[config.mk]
export PLATFORM = sky130hd
export DESIGN_NAME = phase_sequencer
export DESIGN_NICKNAME = d
export VERILOG_FILES = /design/src/rtl/phase_sequencer_pkg.sv /design/src/rtl/phase_sequencer_next_sel.sv /design/src/rtl/phase_sequencer.sv
export SDC_FILE = /design/constraint.sdc
export NUM_CORES = 1
export LEC_CHECK = 0
export ABC_CLOCK_PERIOD_IN_PS = 5950
export CORE_AREA = 2 2 69 71
export CTS_CLUSTER_DIAMETER = 100
export DETAILED_ROUTE_END_ITERATION = 8
export DIE_AREA = 0 0 71 73
export MAX_ROUTING_LAYER = met4
export SKIP_CTS_REPAIR_TIMING = 1
export SYNTH_ARGS = -nofsm -noshare
export SYNTH_HDL_FRONTEND = slang
export SYNTH_SLANG_ARGS = --single-unit
[constraint.sdc]
create_clock -name clk_i -period 5.95 [get_ports clk_i]
set_input_delay 1.4875 -clock clk_i [delete_from_list [all_inputs] [get_ports clk_i]]
set_output_delay 1.4875 -clock clk_i [all_outputs]
set_load 0.02 [all_outputs]
[src/rtl/phase_sequencer_pkg.sv]
// Shared definitions for the phase sequencer: FSM state encodings and phase-index width helper.
package phase_sequencer_pkg;

    localparam logic ST_IDLE = 1'b0;
    localparam logic ST_RUN  = 1'b1;

    // Index width is never below one bit so a two-phase build still has a usable phase port.
    function automatic int phase_idx_w(input int n);
        return (n > 2) ? $clog2(n) : 1;
    endfunction

endpackage

[src/rtl/phase_sequencer_next_sel.sv]
// Rotating-priority search for the next non-skipped phase after the current one.
module phase_next_sel
    import phase_sequencer_pkg::*;
#(
    parameter int NUM_PHASES = 3,
    parameter int IDX_W      = phase_idx_w(NUM_PHASES)
) (
    input  logic [IDX_W-1:0]      cur_i,
    input  logic [NUM_PHASES-1:0] skip_i,
    input  logic                  start_i,
    output logic [IDX_W-1:0]      nxt_o,
    output logic                  wrap_o,
    output logic                  none_o
);

    int                 base_s;
    logic [IDX_W-1:0]   cand_s;
    logic               hit_s;
    logic               found_s;

    // From idle the search starts at index 0; otherwise at cur+1 with cur itself visited last.
    always_comb begin
        nxt_o   = '0;
        found_s = 1'b0;
        base_s  = 0;
        cand_s  = '0;
        hit_s   = 1'b0;
        for (int k = 0; k < NUM_PHASES; k++) begin
            base_s  = start_i ? k : (int'(cur_i) + 1 + k);
            base_s  = (base_s >= NUM_PHASES) ? (base_s - NUM_PHASES) : base_s;
            cand_s  = IDX_W'(base_s);
            hit_s   = !found_s && !skip_i[cand_s];
            nxt_o   = hit_s ? cand_s : nxt_o;
            found_s = found_s | hit_s;
        end
        wrap_o = start_i ? 1'b0 : (nxt_o <= cur_i);
        none_o = ~found_s;
    end

endmodule

[src/rtl/phase_sequencer.sv]
// Round-robin phase enable sequencer with skip mask, frame-boundary stop and frame counter.
// Optional per-phase watchdog is built only when PHASE_WATCHDOG_EN is defined.
module phase_sequencer
    import phase_sequencer_pkg::*;
#(
    parameter int NUM_PHASES  = 3,
    parameter int FRAME_W     = 8,
    parameter int TIMEOUT_CYC = 1048576
) (
    input  logic                                   clk_i,
    input  logic                                   reset_i,
    input  logic                                   run_i,
    input  logic [NUM_PHASES-1:0]                  skip_i,
    input  logic [NUM_PHASES-1:0]                  done_i,
    output logic [NUM_PHASES-1:0]                  en_o,
    output logic [phase_idx_w(NUM_PHASES)-1:0]     phase_o,
    output logic                                   busy_o,
    output logic                                   frame_tick_o,
    output logic [FRAME_W-1:0]                     frame_cnt_o,
    output logic                                   timeout_o,
    output logic                                   wd_err_o
);

    localparam int IDX_W = phase_idx_w(NUM_PHASES);
    localparam logic [NUM_PHASES-1:0] EN_LSB = {{(NUM_PHASES-1){1'b0}}, 1'b1};

    logic                  state_q, state_d;
    logic [IDX_W-1:0]      phase_q, phase_d;
    logic [NUM_PHASES-1:0] en_q, en_d;
    logic                  tick_q, tick_d;
    logic [FRAME_W-1:0]    cnt_q, cnt_d;

    logic [IDX_W-1:0]      nxt_s;
    logic                  wrap_s;
    logic                  none_s;
    logic                  start_s;
    logic                  done_hit_s;
    logic                  timeout_hit_s;
    logic                  advance_s;

    phase_next_sel #(
        .NUM_PHASES (NUM_PHASES),
        .IDX_W      (IDX_W)
    ) u_next_sel (
        .cur_i   (phase_q),
        .skip_i  (skip_i),
        .start_i (start_s),
        .nxt_o   (nxt_s),
        .wrap_o  (wrap_s),
        .none_o  (none_s)
    );

    // Only the active phase's done bit can advance the sequence.
    always_comb begin
        start_s    = (state_q == ST_IDLE);
        done_hit_s = (state_q == ST_RUN) && done_i[phase_q];
        advance_s  = done_hit_s | timeout_hit_s;
    end

`ifdef PHASE_WATCHDOG_EN
    localparam int WD_W = $clog2(TIMEOUT_CYC);

    logic [WD_W-1:0] wd_cnt_q, wd_cnt_d;
    logic            timeout_q, timeout_d;
    logic            wd_err_q, wd_err_d;

    // A done on the limit cycle wins over the watchdog, so no timeout is flagged then.
    always_comb begin
        timeout_hit_s = (state_q == ST_RUN) && (wd_cnt_q == WD_W'(TIMEOUT_CYC - 1)) && !done_hit_s;
        wd_cnt_d      = ((state_q == ST_RUN) && !advance_s) ? (wd_cnt_q + WD_W'(1'b1)) : '0;
        timeout_d     = timeout_hit_s;
        wd_err_d      = wd_err_q | timeout_hit_s;
    end

    // Watchdog registers.
    always_ff @(posedge clk_i or posedge reset_i) begin
        if (reset_i) begin
            wd_cnt_q  <= '0;
            timeout_q <= 1'b0;
            wd_err_q  <= 1'b0;
        end else begin
            wd_cnt_q  <= wd_cnt_d;
            timeout_q <= timeout_d;
            wd_err_q  <= wd_err_d;
        end
    end

    assign timeout_o = timeout_q;
    assign wd_err_o  = wd_err_q;
`else
    assign timeout_hit_s = 1'b0;
    assign timeout_o     = 1'b0;
    assign wd_err_o      = 1'b0;
`endif

    // Sequencing FSM: a frame ends on any advance that does not move to a higher index.
    always_comb begin
        state_d = state_q;
        phase_d = phase_q;
        en_d    = en_q;
        tick_d  = 1'b0;
        cnt_d   = cnt_q;
        case (state_q)
            ST_IDLE: begin
                if (run_i && !none_s) begin
                    state_d = ST_RUN;
                    phase_d = nxt_s;
                    en_d    = EN_LSB << nxt_s;
                end else begin
                    phase_d = '0;
                    en_d    = '0;
                end
            end
            ST_RUN: begin
                if (!advance_s) begin
                    state_d = ST_RUN;
                end else if (none_s) begin
                    state_d = ST_IDLE;
                    phase_d = '0;
                    en_d    = '0;
                end else begin
                    tick_d = wrap_s;
                    cnt_d  = wrap_s ? (cnt_q + FRAME_W'(1'b1)) : cnt_q;
                    if (wrap_s && !run_i) begin
                        state_d = ST_IDLE;
                        phase_d = '0;
                        en_d    = '0;
                    end else begin
                        phase_d = nxt_s;
                        en_d    = EN_LSB << nxt_s;
                    end
                end
            end
            default: begin
                state_d = ST_IDLE;
                phase_d = '0;
                en_d    = '0;
            end
        endcase
    end

    // Sequencer state registers.
    always_ff @(posedge clk_i or posedge reset_i) begin
        if (reset_i) begin
            state_q <= ST_IDLE;
            phase_q <= '0;
            en_q    <= '0;
            tick_q  <= 1'b0;
            cnt_q   <= '0;
        end else begin
            state_q <= state_d;
            phase_q <= phase_d;
            en_q    <= en_d;
            tick_q  <= tick_d;
            cnt_q   <= cnt_d;
        end
    end

    assign en_o         = en_q;
    assign phase_o      = phase_q;
    assign busy_o       = (state_q == ST_RUN);
    assign frame_tick_o = tick_q;
    assign frame_cnt_o  = cnt_q;

endmodule

======== Word-level counts from Yosys, hierarchy flattened ========
Index checks and enable logic that the tools add are counted.
word-level totals
  bits in registers ....................... 15
  bits in latches ......................... 0
  bits in writable memories ............... 0
  ROM bits ................................ 0
  input port bits ......................... 9
  logic and storage cells ................. 72
  memories ................................ 0
operators by class
  $add $sub $neg .......................... 7
  multipliers ............................. 0
  div/mod/pow operators ................... 0
  order comparisons ....................... 8
  equal/unequal tests ..................... 1
  shift-type cells ........................ 1
  mux-type cells .......................... 36
  bitwise gates (word level) .............. 3
  reductions and logical operators ........ 11
operator list
  kind                     count
  $ge A32 B3 Y1 const B    2
  $mux W32                 2
  $add A32 B2 Y32 const B  1
  $add A32 B3 Y32 const B  1
  $mux W2                  10
  $mux W3                  5
  $lt A2 B3 Y1 const B     4
  $mux W1                  12
  $add A8 B1 Y8 const B    1
  $bmux W1 S2              4
  $pmux W3 S2              1
  $sub A2 B1 Y2 const B    3
  $logic_and A1 B1 Y1      5
  $logic_not A1 Y1         5
  $pmux W2 S2              1
  $reduce_and A4 Y1        1
  $add A2 B1 Y3 const B    1
  $ge A3 B2 Y1 const B     1
  $shl A1 B2 Y3 const A    1
  $le A2 B2 Y1             1
  $ne A2 B1 Y1 const B     1
  $or A1 B1 Y1             2
  $pmux W1 S2              1
  $not A1 Y1               1

======== Logic depth before layout (Yosys ltp) ========
Gate-level depths: netlist (run 1).
  depth after elaboration ................. 20
  depth in mapped cells ................... 22
  gate-level depth less buffers ........... 21

======== Cells and area by module ========
A second synthesis (run 1) with hierarchy kept.
unflattened totals
  cells, all modules ...................... 154
  area total of the unflattened synthesis .. 1,391.3 um^2
modules (own cells, without submodules)
  module           times used  cells an instance  area an instance (um^2)  seq. area each (um^2)
  phase_sequencer  1           64                 763.2                    375.4
  phase_next_sel   1           90                 628.1                    0.0

======== Worst setup path before layout (run 1) ========
Ideal clock, no wire load.
  path type ............................... register -> register
  start point ............................. reg phase_q[0], in the netlist phase_o[0]
  end point ............................... reg cnt_q[1], in the netlist frame_cnt_o[1]
  data arrival time ....................... 4.633 ns
  data required time ...................... 5.825 ns
  path slack .............................. 1.192 ns
  cell stages (with the launch flop) ...... 21
  period minus slack after synthesis ...... 4.758 ns
  cell sequence ........................... dfrtp_1 -> buf_6 -> inv_1 -> ha_1 -> and2b_4 -> nor3_4 -> ha_1 -> inv_1 -> and4_1 -> o21a_1 -> o31a_1 -> o221a_2 -> o22ai_1 -> inv_1 -> ha_1 -> nand2_1 -> nor4_1 -> a221o_1 -> nor4_4 -> nand2_2 -> mux2_4
on the way
  word-level cells in the longest chain between the ends .. 16
  elaborated cells on any way between the ends .. 38
ends and longest elaborated chain
  what                                            line                            RTL
  start: declaration                              phase_sequencer.sv:28           logic [IDX_W-1:0] phase_q, phase_d;
  start signal: assignment                        phase_sequencer.sv:152          phase_q <= phase_d;
  $add A2 B1 Y3                                   phase_sequencer_next_sel.sv:29  base_s = start_i ? k : (int'(cur_i) + 1 + k);
  $add A32 B2 Y32                                 phase_sequencer_next_sel.sv:29
  $mux W32                                        phase_sequencer_next_sel.sv:29
  $ge A32 B3 Y1 or $sub A2 B1 Y2 (tied branches)  phase_sequencer_next_sel.sv:30  base_s = (base_s >= NUM_PHASES) ? (base_s - NUM_PHASES) : base_s;
  $mux W2                                         phase_sequencer_next_sel.sv:30
  $bmux W1 S2                                     phase_sequencer_next_sel.sv:32  hit_s = !found_s && !skip_i[cand_s];
  $mux W1 (not written as such)                   phase_sequencer_next_sel.sv:32
  $logic_not A1 Y1                                phase_sequencer_next_sel.sv:32
  $logic_and A1 B1 Y1                             phase_sequencer_next_sel.sv:32
  $or A1 B1 Y1                                    phase_sequencer_next_sel.sv:34  found_s = found_s | hit_s;
  $logic_not A1 Y1                                phase_sequencer_next_sel.sv:32
  $logic_and A1 B1 Y1                             phase_sequencer_next_sel.sv:32
  $mux W2                                         phase_sequencer_next_sel.sv:33  nxt_o = hit_s ? cand_s : nxt_o;
  $le A2 B2 Y1                                    phase_sequencer_next_sel.sv:36  wrap_o = start_i ? 1'b0 : (nxt_o <= cur_i);
  $mux W1                                         phase_sequencer_next_sel.sv:36
  $reduce_and A4 Y1 (no source line) (*)          --
  end signal: assignment                          phase_sequencer.sv:155          cnt_q <= cnt_d;
  end: declaration                                phase_sequencer.sv:31           logic [FRAME_W-1:0] cnt_q, cnt_d;
Mark *: on every way between the ends. The rest lies on a longest branch, timed or not. The select of a mux whose other input is x is not followed.
A chain may end at the register's enable or synchronous reset.

======== Worst setup path after layout (run 1) ========
  start point ............................. reg phase_q[1], in the netlist phase_o[1]
  end point ............................... reg cnt_q[1], in the netlist frame_cnt_o[1]
The elaborated chain is that of the path after synthesis.

==> results_tabular.tex, run 1 <==
\begin{tabular}{lr}
\hline
Metric & Value \\
\hline
\multicolumn{2}{l}{\textbf{Run status}} \\
Result of the run & completed \\
\multicolumn{2}{l}{\textbf{Finish}} \\
Most frequent standard cell in the layout excluding fill and tap cells & clkdlybuf4s50\_1 \\
Layout cells sized above 1 & 0.1551 \\
Synthesis-to-finish area growth & 20.72\% \\
Top library cells by usage in the layout, fill and taps aside & 23 x clkdlybuf4s50\_1, 19 x nand2\_1, 15 x dfrtp\_1, 14 x inv\_1, 9 x nand3\_1 \\
Number of antenna repair diodes & 0 \\
Share of the core filled with cells in the final layout & 0.3970 \\
Filler cells & roughly 470 \\
Net count reported at finish & a little over 200 \\
\multicolumn{2}{l}{\textbf{Synthesis}} \\
Warnings, synthesis & 0 \\
Post-Syn Area & around 0.0015 mm² \\
Number of different library cells in the post-synthesis netlist & 57 \\
Synthesized area divided by synthesized cell count & $\sim$9.1 µm² \\
Fraction of synthesis flops using an asynchronous set or reset pin & 1.000 \\
EDFF count, synth & 0 \\
Top flip-flop cell by instance count after synthesis & dfrtp\_1 \\
Post-synthesis register bit count & 15 \\
Sequential share of the synthesized area & 0.2517 \\
Cell count after synthesis & approximately 160 \\
\multicolumn{2}{l}{\textbf{STA}} \\
Peak Freq & 0.1951 GHz \\
Relative slew slack & 0.6407 \\
Actual slew at the worst max-slew pin & roughly 0.54 ns \\
Share of the cycle needed by the critical path after routing & 0.8615 \\
WHS & roughly 0.48 ns \\
Minimum period implied by the final worst setup slack & about 5 ns \\
Post-route clock skew & 0.005819 ns \\
Setup slack of the critical path after layout & approximately 0.82 ns \\
Total negative slack & 0 ns \\
Unrepaired setup endpoints after global routing & false \\
Final setup viols & 0 \\
Fin. Hold Viols & 0 \\
Count of pins over their slew limit & 0 \\
\multicolumn{2}{l}{\textbf{Setup path}} \\
Cell with the largest stage delay on the worst path & dfrtp\_1 \\
Cell Chain, Critical Path & inv\_1 > ha\_1 > and2b\_4 > nor3\_4 > ha\_1 > inv\_1 > and4\_1 > o21a\_1 > o31a\_1 > o221a\_2 > o22ai\_1 > inv\_1 > ha\_1 > nand2\_1 > nor4\_1 > a221o\_1 > nor4\_4 > nand2\_2 > mux2\_4 \\
Data required time of the worst path & 6.09 ns \\
Startpoint types & flip-flop \\
Largest fanout on the critical path & 8 \\
Critical path data arrival time & between 5 and 6 ns \\
Combined buffer and inverter count along the critical path & 3 \\
Launch instance of the worst register-to-register path & phase\_o[1]\$\_DFFE\_PP0P\_ \\
Endpoint class of the critical path & flip-flop \\
Reg-to-reg setup timing slack & 0.82 ns \\
Critical path startpoint & phase\_o[1]\$\_DFFE\_PP0P\_ \\
Top cell family by delay on the critical path & compound AO/OA/AOI/OAI gates \\
Depth of the worst register-to-register path & 19 \\
Terminus of the critical flop-to-flop path & frame\_cnt\_o[1]\$\_DFFE\_PP0P\_ \\
Class of the most critical setup path & reg2reg \\
Number of gates on the worst path with buffers counted & 19 \\
Delay of the slowest critical-path stage & a little under 0.5 ns \\
Worst setup path endpoint & frame\_cnt\_o[1]\$\_DFFE\_PP0P\_ \\
\multicolumn{2}{l}{\textbf{Floorplanning}} \\
Die ar. & between 0.005 and 0.006 mm² \\
Die height & around 73 µm \\
IO Count & 26 \\
Total core area & 0.004536 mm² \\
Starting utilization of the core area & 0.3288 \\
\# rows & 25 \\
Chip Width & between 70 and 80 µm \\
\multicolumn{2}{l}{\textbf{Detailed routing}} \\
Total routed wire length on the met1 layer & roughly 1700 µm \\
Initial DRC count & 83 \\
DRC violation count after routing & 0 \\
Routed Wire Length & 3455 µm \\
Sum of met3 wire segment lengths after detailed routing & around 80 µm \\
Overall via count from detail\_route & around 1,300 \\
Ratio of routed vias to standard cells & 5.286 \\
Top layer reached by signal wires & met4 \\
Number of search-and-repair iterations in the first detailed-routing pass & 4 \\
Routed wire length per instance & 14.34 µm \\
Sum of met2 wire segment lengths after detailed routing & 1687 µm \\
Remaining antenna violation count after routing & 0 \\
\multicolumn{2}{l}{\textbf{CTS}} \\
Clock-pin slew on the worst setup and hold paths & roughly 0.07 ns \\
Cts bufs inserted & 3 \\
H-Tree Level Count & 1 \\
TritonCTS clock tree & yes \\
Clock latency on the worst-skew pair & about 0.25 ns \\
Root Driver & clkbuf\_8 \\
Maximum number of buffers from clock root to sink & 2 \\
Clock net sink count & 15 \\
\multicolumn{2}{l}{\textbf{Global routing}} \\
Initial antenna violation count & 0 \\
Global router's overall resource usage & 0.1455 \\
Wire length of the first global-routing pass & about 6000 µm \\
Total gr overflow & 0 \\
Vias in the first global route & 1,278 \\
Maximum number of pins on one net before global-route repair & 16 \\
\multicolumn{2}{l}{\textbf{Run}} \\
Total of max-cap violations & 0 \\
\multicolumn{2}{l}{\textbf{Placement}} \\
Detailed placement HPWL & 2675 µm \\
Count of input and output buffers & 23 \\
Pre-CTS worst setup slack & between 0.6 and 0.7 ns \\
RePlAce Congestion & 0.8693 \\
\multicolumn{2}{l}{\textbf{Worst hold path}} \\
Hold Crit Class & reg2reg \\
\hline
\end{tabular}
## cell type report
cell class,count,area [µm²],share of cell area
Clock inverter,1,5.005,0.002780
Inverter,14,52.55,0.02919
Multi-Input combinational cell,130,1021,0.5671
Sequential cell,15,375.4,0.2085
Timing Repair Buffer,24,237.7,0.1320
Tap cell,54,67.56,0.03753
Clock buffer,3,41.29,0.02293
## metrics by stage
step	cells	cell area, µm²
floorplan	165	1495
global placement	237	1754
detailed placement	237	1754
CTS	241	1800
global route	241	1800
finish	241	1800
## kinds of logic after synthesis
| family | synth area share |
|---|---|
| xor+xnor | 0.04698 |
| other cells | 0.002514 |
| simple gates | 0.2844 |
| mux | 0.03775 |
| buf+inv | 0.06627 |
| fa+ha+maj | 0.06712 |
| flops | 0.2517 |
| compound gates | 0.2433 |
## synth_stat cells, types with 2 or more instances
cell / instances / area, µm²
o22ai_1: 2 / 12.51
or3_1: 2 / 12.51
nand4_1: 3 / 18.77
nor4_4: 2 / 42.54
nand3_1: 9 / 45.04
o221ai_2: 2 / 30.03
or2_1: 2 / 12.51
nor4_1: 2 / 12.51
ha_1: 8 / 100.1
mux2i_1: 3 / 30.03
o31ai_1: 5 / 37.54
a21oi_1: 3 / 15.01
nor3_1: 3 / 15.01
xnor2_1: 8 / 70.07
o21ai_1: 3 / 15.01
dfrtp_1: 15 / 375.4
nor2_1: 8 / 30.03
o21a_1: 3 / 22.52
nand2_1: 19 / 71.32
nand2b_1: 2 / 12.51
o21ai_0: 2 / 10.01
inv_1: 14 / 52.55
nand3b_1: 2 / 15.01
nor2b_1: 3 / 18.77
o221a_2: 2 / 22.52
and2_1: 2 / 12.51
buf_4: 4 / 30.03
and3_1: 2 / 12.51
## metal layers
| layer | vias up | GRT usage |
|---|---|---|
| li1 | 643 | - |
| met1 | 607 | 0.1799 |
| met2 | 21 | 0.2544 |
| met3 | 3 | 0.02486 |
| met4 | 0 | 0.02306 |
| met5 | - | - |
## sequential cells by signal, indices dropped and copies added, names as in the netlist
name          flops
frame_tick_o      1
en_o              3
phase_o           2
busy_o            1
frame_cnt_o       8
## worst min path at each step
stage,start,end,slack [ns],cells after the start
global placement,frame_cnt_o[7]$_DFFE_PP0P_,frame_cnt_o[7]$_DFFE_PP0P_,0.48,1
finish,frame_cnt_o[7]$_DFFE_PP0P_,frame_cnt_o[7]$_DFFE_PP0P_,0.48,1
global route,frame_cnt_o[7]$_DFFE_PP0P_,frame_cnt_o[7]$_DFFE_PP0P_,0.51,1
CTS,frame_cnt_o[7]$_DFFE_PP0P_,frame_cnt_o[7]$_DFFE_PP0P_,0.48,1
detailed placement,frame_cnt_o[7]$_DFFE_PP0P_,frame_cnt_o[7]$_DFFE_PP0P_,0.47,1
floorplan,frame_cnt_o[7]$_DFFE_PP0P_,frame_cnt_o[7]$_DFFE_PP0P_,0.58,1
## worst reg2reg max path, cell delays in order, from the launching register on
cell and delay, ns:
dfrtp_1 0.49, inv_1 0.12, ha_1 0.40, and2b_4 0.24, nor3_4 0.26, ha_1 0.36
inv_1 0.14, and4_1 0.19, o21a_1 0.23, o31a_1 0.30, o221a_2 0.24, o22ai_1 0.29
inv_1 0.14, ha_1 0.31, nand2_1 0.10, nor4_1 0.05, a221o_1 0.38, nor4_4 0.33
nand2_2 0.15, mux2_4 0.32
Power of run 1 is left out: the tool's default activity adds up to more than one toggle a clock period on the data nets, which glitch-free logic cannot reach.
==> inputs of run 2 (changes only) <==
--- a/config.mk
+++ b/config.mk
@@ -10,7 +10,7 @@
 export CTS_CLUSTER_DIAMETER = 100
 export DETAILED_ROUTE_END_ITERATION = 8
 export DIE_AREA = 0 0 71 73
-export MAX_ROUTING_LAYER = met4
+export HOLD_SLACK_MARGIN = 0.15
 export SKIP_CTS_REPAIR_TIMING = 1
 export SYNTH_ARGS = -nofsm -noshare
 export SYNTH_HDL_FRONTEND = slang
==> results of run 2 <==
Final layout, timing and power as in run 1 (identical DEF).
Among the figures that moved: final weighted congestion in routability-driven placement 0.8693 -> 0.8556; overall routing resource usage 0.1455 -> 0.1413
Power of run 2 is left out for the same reason.
